===== src/rtl/lfsr_seq_ctrl_if.sv =====
// Command and output-stream signals of the LFSR sequencer.
// master: command source plus word consumer; slave: the sequencer itself.
interface lfsr_seq_ctrl_if #(
    parameter int WIDTH = 8,
    parameter int CNT_W = 16
);
    logic             start;
    logic [WIDTH-1:0] seed;
    logic [CNT_W-1:0] len;
    logic             abort;
    logic             out_ready;
    logic             out_valid;
    logic [WIDTH-1:0] out_word;
    logic             busy;
    logic             done;
    logic             seed_err;

    modport master (
        output start, seed, len, abort, out_ready,
        input  out_valid, out_word, busy, done, seed_err
    );

    modport slave (
        input  start, seed, len, abort, out_ready,
        output out_valid, out_word, busy, done, seed_err
    );
endinterface


===== src/rtl/lfsr_seq_ctrl.sv =====
// Fibonacci LFSR sequencer: loads a seed, then emits one LFSR step per
// accepted word under valid/ready until the requested count is reached.
module lfsr_seq_ctrl #(
    parameter int               WIDTH = 8,
    parameter logic [WIDTH-1:0] TAPS  = WIDTH'('hB8),
    parameter int               CNT_W = 16
) (
    input logic            clk,
    input logic            rst_b,
    lfsr_seq_ctrl_if.slave bus
);
    typedef enum logic [1:0] {IDLE, LOAD, RUN, DONE} state_t;

    localparam logic [WIDTH-1:0] SEED_ONE = WIDTH'(1);

    state_t           state;
    state_t           state_next;
    logic [WIDTH-1:0] lfsr;
    logic [WIDTH-1:0] lfsr_step;
    logic [WIDTH-1:0] seed_q;
    logic [CNT_W-1:0] count;
    logic [CNT_W-1:0] len_q;

    assign lfsr_step    = {lfsr[WIDTH-2:0], ^(lfsr & TAPS)};
    assign bus.out_word = lfsr;

    always_comb begin
        // NOTE: every signal driven here gets a default first, so no path through the case can infer a latch.
        state_next    = state;
        bus.out_valid = 1'b0;
        bus.busy      = (state != IDLE);
        bus.done      = 1'b0;
        bus.seed_err  = 1'b0;
        case (state)
            IDLE: begin
                if (bus.start) state_next = LOAD;
            end
            LOAD: begin
                bus.seed_err = (seed_q == '0);
                if (bus.abort)          state_next = IDLE;
                else if (len_q == '0)   state_next = DONE;
                else                    state_next = RUN;
            end
            RUN: begin
                bus.out_valid = 1'b1;
                // abort wins over a simultaneous handshake; the datapath still takes the word
                if (bus.abort)                                state_next = IDLE;
                else if (bus.out_ready && count == CNT_W'(1)) state_next = DONE;
            end
            DONE: begin
                bus.done   = !bus.abort;
                state_next = IDLE;
            end
            default: state_next = IDLE;
        endcase
    end

    // NOTE: sequential state uses non-blocking assignments so every register samples pre-edge values.
    always_ff @(posedge clk or posedge rst_b) begin
        if (rst_b) state <= IDLE;
        else       state <= state_next;
    end

    always_ff @(posedge clk or posedge rst_b) begin
        if (rst_b) begin
            lfsr   <= '0;
            count  <= '0;
            seed_q <= '0;
            len_q  <= '0;
        end else begin
            case (state)
                IDLE: begin
                    if (bus.start) begin
                        seed_q <= bus.seed;
                        len_q  <= bus.len;
                    end
                end
                LOAD: begin
                    // an all-zero seed would lock the register, so it is forced to 1
                    if (!bus.abort) begin
                        lfsr  <= (seed_q == '0) ? SEED_ONE : seed_q;
                        count <= len_q;
                    end
                end
                RUN: begin
                    if (bus.out_ready && count != '0) begin
                        lfsr  <= lfsr_step;
                        count <= count - CNT_W'(1);
                    end
                end
                default: ;
            endcase
        end
    end
endmodule


===== src/flat_wrapper.sv =====
// flat-port wrapper written by rule: the top's interface ports become plain ports
module lfsr_seq_ctrl_flat 
#(
    parameter int               WIDTH = 8,
    parameter logic [WIDTH-1:0] TAPS  = WIDTH'('hB8),
    parameter int               CNT_W = 16
)
  (clk, rst_b, bus_start, bus_seed, bus_len, bus_abort, bus_out_ready, bus_out_valid, bus_out_word, bus_busy, bus_done, bus_seed_err);
  lfsr_seq_ctrl_if #(.WIDTH(WIDTH), .CNT_W(CNT_W)) bus_i ();
  input logic clk;
  input logic rst_b;
  input wire logic [$bits(bus_i.start)-1:0] bus_start;
  input wire logic [$bits(bus_i.seed)-1:0] bus_seed;
  input wire logic [$bits(bus_i.len)-1:0] bus_len;
  input wire logic [$bits(bus_i.abort)-1:0] bus_abort;
  input wire logic [$bits(bus_i.out_ready)-1:0] bus_out_ready;
  output wire logic [$bits(bus_i.out_valid)-1:0] bus_out_valid;
  output wire logic [$bits(bus_i.out_word)-1:0] bus_out_word;
  output wire logic [$bits(bus_i.busy)-1:0] bus_busy;
  output wire logic [$bits(bus_i.done)-1:0] bus_done;
  output wire logic [$bits(bus_i.seed_err)-1:0] bus_seed_err;
  assign bus_i.start = bus_start;
  assign bus_i.seed = bus_seed;
  assign bus_i.len = bus_len;
  assign bus_i.abort = bus_abort;
  assign bus_i.out_ready = bus_out_ready;
  assign bus_out_valid = bus_i.out_valid;
  assign bus_out_word = bus_i.out_word;
  assign bus_busy = bus_i.busy;
  assign bus_done = bus_i.done;
  assign bus_seed_err = bus_i.seed_err;
  lfsr_seq_ctrl #(.WIDTH(WIDTH), .TAPS(TAPS), .CNT_W(CNT_W)) u_core (.clk(clk), .rst_b(rst_b), .bus(bus_i));
endmodule

===== config.mk =====
export PLATFORM = sky130hd
export DESIGN_NAME = lfsr_seq_ctrl_flat
export DESIGN_NICKNAME = d
export VERILOG_FILES = /design/src/rtl/lfsr_seq_ctrl_if.sv /design/src/rtl/lfsr_seq_ctrl.sv /design/src/flat_wrapper.sv
export SDC_FILE = /design/constraint.sdc
export NUM_CORES = 1
export LEC_CHECK = 0
export ABC_AREA = 1
export BUFFER_PORTS_ARGS = -buffer_cell sky130_fd_sc_hd__buf_2
export CAP_MARGIN = 10
export CORE_ASPECT_RATIO = 1.25
export CORE_MARGIN = 8
export CORE_UTILIZATION = 40
export DETAILED_ROUTE_END_ITERATION = 16
export PLACE_DENSITY = 0.59
export SYNTH_ARGS = -nofsm -noshare
export SYNTH_HDL_FRONTEND = slang
export SYNTH_SLANG_ARGS = --single-unit
export TNS_END_PERCENT = 20

===== constraint.sdc =====
create_clock -name clk -period 4.08 [get_ports clk]
set_clock_uncertainty 0.15 [all_clocks]
set_input_delay 0.816 -clock clk [delete_from_list [all_inputs] [get_ports clk]]
set_output_delay 0.816 -clock clk [all_outputs]
set_load 0.02 [all_outputs]

==> flow_summary.yaml <==
status:
  status: "complete, no violations"
cells_and_area:
  num_antenna_cells: 0
  final_cell_mix: "96 x nand2_1, 51 x nor2_1, 50 x inv_1, 50 x dfrtp_1, 40 x buf_2"
  drive_gt1_share_pct: 17.9
  nFillCells: 726
  area_delta_synth_final_pct: 11.6
  utilization_pct: 45.5
  final_common_cell: "nand2_1"
  layout.nets: 444
yosys:
  postSynthCellCount: 377
  async_flop_share_pct: 100
  synth_area_um2: 2810
  synth_edf_count: 0
  synthesis.nets: 408
  synthTopCellsByArea: "dfrtp_1 45%, nand2_1 13%, inv_1 6.8%, nor2_1 6.8%, nand3_1 6.6%"
  yosys_warnings: 0
  ys_seq_elements: 50
  synth_cell_types: 26
  avgSynthCellArea_um2: 7.45
  synth_top_cell_area_share_pct: 44.5
  seq_area_frac_synth_pct: 44.5
  synth_top_area_cell: "dfrtp_1"
  synthFlopType: "dfrtp_1"
clocking:
  cts_tree: "yes"
  cts_buffers: 5
  clkTransAtPathRegs_ns: 0.09
  clock_latency_ns: 0.30
  htreeDepth: 2
  cts.sinks: 50
  cts-resized-gates: 0
  cts_max_path_buffers: 2
  postCtsHoldBufs: 0
  cts-root-buf: "clkbuf_8"
  postCtsSetupBuffers: 0
min_path:
  hold_path_class: "flip-flop to flip-flop"
  hold_start: "u_core.count[15]"
power:
  peakVddDrop_uv: 316
  p_int_mw: 1.28
  power.density_nw_per_um2: 760
  combinationalPowerShare_pct: 48.5
  switchingPower_mw: 1.10
  leakage_nw: 1.59
  seqPwrFrac_pct: 38.8
  swShare_pct: 46.3
  power_frac_clock_pct: 12.6
sta:
  relSlewSlack_pct: 29.1
  min_period_ns: 2.65
  finalSetupTns_ns: 0
  tightestPinTransition_ns: 1.06
  max_freq_mhz: 378
  setup-violations-final: 0
  slew_viol_final: 0
  hold_viol: 0
  post-route-period-util_pct: 64.9
  rsz0062_at_grt: "false"
  whs_ns: 0.375
worst_setup_path:
  path_class: "flip-flop to output pin"
  r2r-start: "u_core.count[0]"
  required_ns: 3.11
  cp-start-kind: "flip-flop"
  crit_path_end_kind: "output pin"
  crit_fanout: 23
  crit_arrival_ns: 1.68
  startpoint: "u_core.state[0]"
route:
  routed_wl_um: 6430
  first_pass_iters: 4
  num_vias: 2393
  drt_iter0_drc: 169
  post_drt_wl_per_cell_um: 12.8
  via_per_inst: 4.75
  drc_errors: 0
  final_antenna_net_count: 0
floorplan:
  die_area_um2: 9980
  io_pins: 41
  start_util_pct: 40.8
  fp.dieH_um: 110
  die_w_um: 91.0
  core-area_um2: 6890
  num_rows: 34
global_route:
  grt_max_degree: 51
  grt_antenna_before_repair: 0
  track_usage_pct: 13.4
  busiest_layer: "met2"
  grt_use_met2_pct: 22.6
  grtUsageMet3_pct: 1.84
  grt_pass1_wl_um: 11000
  grt_pass1_vias: 2348
  use_met1_pct: 17.4
  grt_overflow: 0
job:
  drv_cap: 0
placement:
  gp_congestion: 0.818
  io_buffer_count: 40
  post-dp-hpwl_um: 4740
==> critical path, stage by stage (launching register included) <==
cell and delay, ns:
dfrtp_1 0.40, inv_1 0.08, nand2_1 0.07, inv_1 0.53
buf_2 0.29
==> power by group through the flow <==
stage / Combinational, mW / Clock, mW / Sequential [mW]
CTS: 1.17 / 0.314 / 0.927
global placement: 1.14 / 0 / 0.929
detailed placement: 1.17 / 0 / 0.936
global route: 1.34 / 0.337 / 0.956
finish: 1.16 / 0.301 / 0.925
floorplan: 0.912 / 0 / 0.932
==> layer usage <==
metal	part of all wire, %	vias up
met5	0	-
met2	48	49
met3	3.0	6
met1	48	1086
li1	-	1252
met4	1.4	0
==> sequential cells by signal (all words and copies together), names as in the netlist <==
signal and flops:
u_core.len_q 16, u_core.bus.out_word 8, u_core.seed_q 8, u_core.count 16, u_core.state 2
==> Yosys cell counts (3+ instances only) <==
cell type	count
nor2_1	51
inv_1	51
o21bai_1	3
nand2_1	96
nor3_1	3
nand2_2	3
o21ai_2	11
nor2_4	3
nand4_1	4
o21ai_0	17
dfrtp_1	50
mux2_2	4
a21oi_1	22
clkbuf_1	7
nand3_1	37
==> through the flow <==
step	power [mW]	std cells	area, um^2	setup slack (ns)
4_1_cts	2.41	504	3140	1.44
3_3_place_gp	2.07	496	3040	1.79
6_report	2.38	504	3140	1.43
5_1_grt	2.63	504	3140	1.28
3_5_place_dp	2.11	496	3040	1.77
2_1_floorplan	1.84	377	2810	1.80
==> worst paths after layout <==
check | endpoint | slack (ns) | cells past startpoint
worst max-delay path | bus_out_valid | 1.43 | 4
worst min-delay path | u_core.count[15] | 0.37 | 2
worst max register to register | u_core.count[11] | 1.92 | 10
worst min register to register | u_core.count[15] | 0.37 | 2
max in group asynchronous | u_core.seed_q[1] | 2.51 | 2
min in group asynchronous | u_core.len_q[12] | 0.62 | 2
==> cell type report <==
cell class	instances	area (um^2)	area share [%]
Tap cell	90	113	3.59
Multi-Input combinational cell	262	1270	40.4
Inverter	52	198	6.30
Sequential cell	50	1250	39.9
Timing Repair Buffer	42	215	6.86
Clock inverter	1	5.00	0.160
Clock buffer	7	86.3	2.75
==> cell families (layout without fill, tap and decap cells) <==
family / Yosys count / count (layout) / synth area share (%)
buffers and inverters: 65 / 102 / 10.4
xor gates and xnor gates: 2 / 2 / 0.623
adders and majority gates: 2 / 2 / 0.890
muxes: 4 / 4 / 1.60
DFF: 50 / 50 / 44.5
and+or+nand+nor: 200 / 200 / 30.5
AOI/OAI and AO/OA: 54 / 54 / 11.4
(Power assumes the default switching activity.)
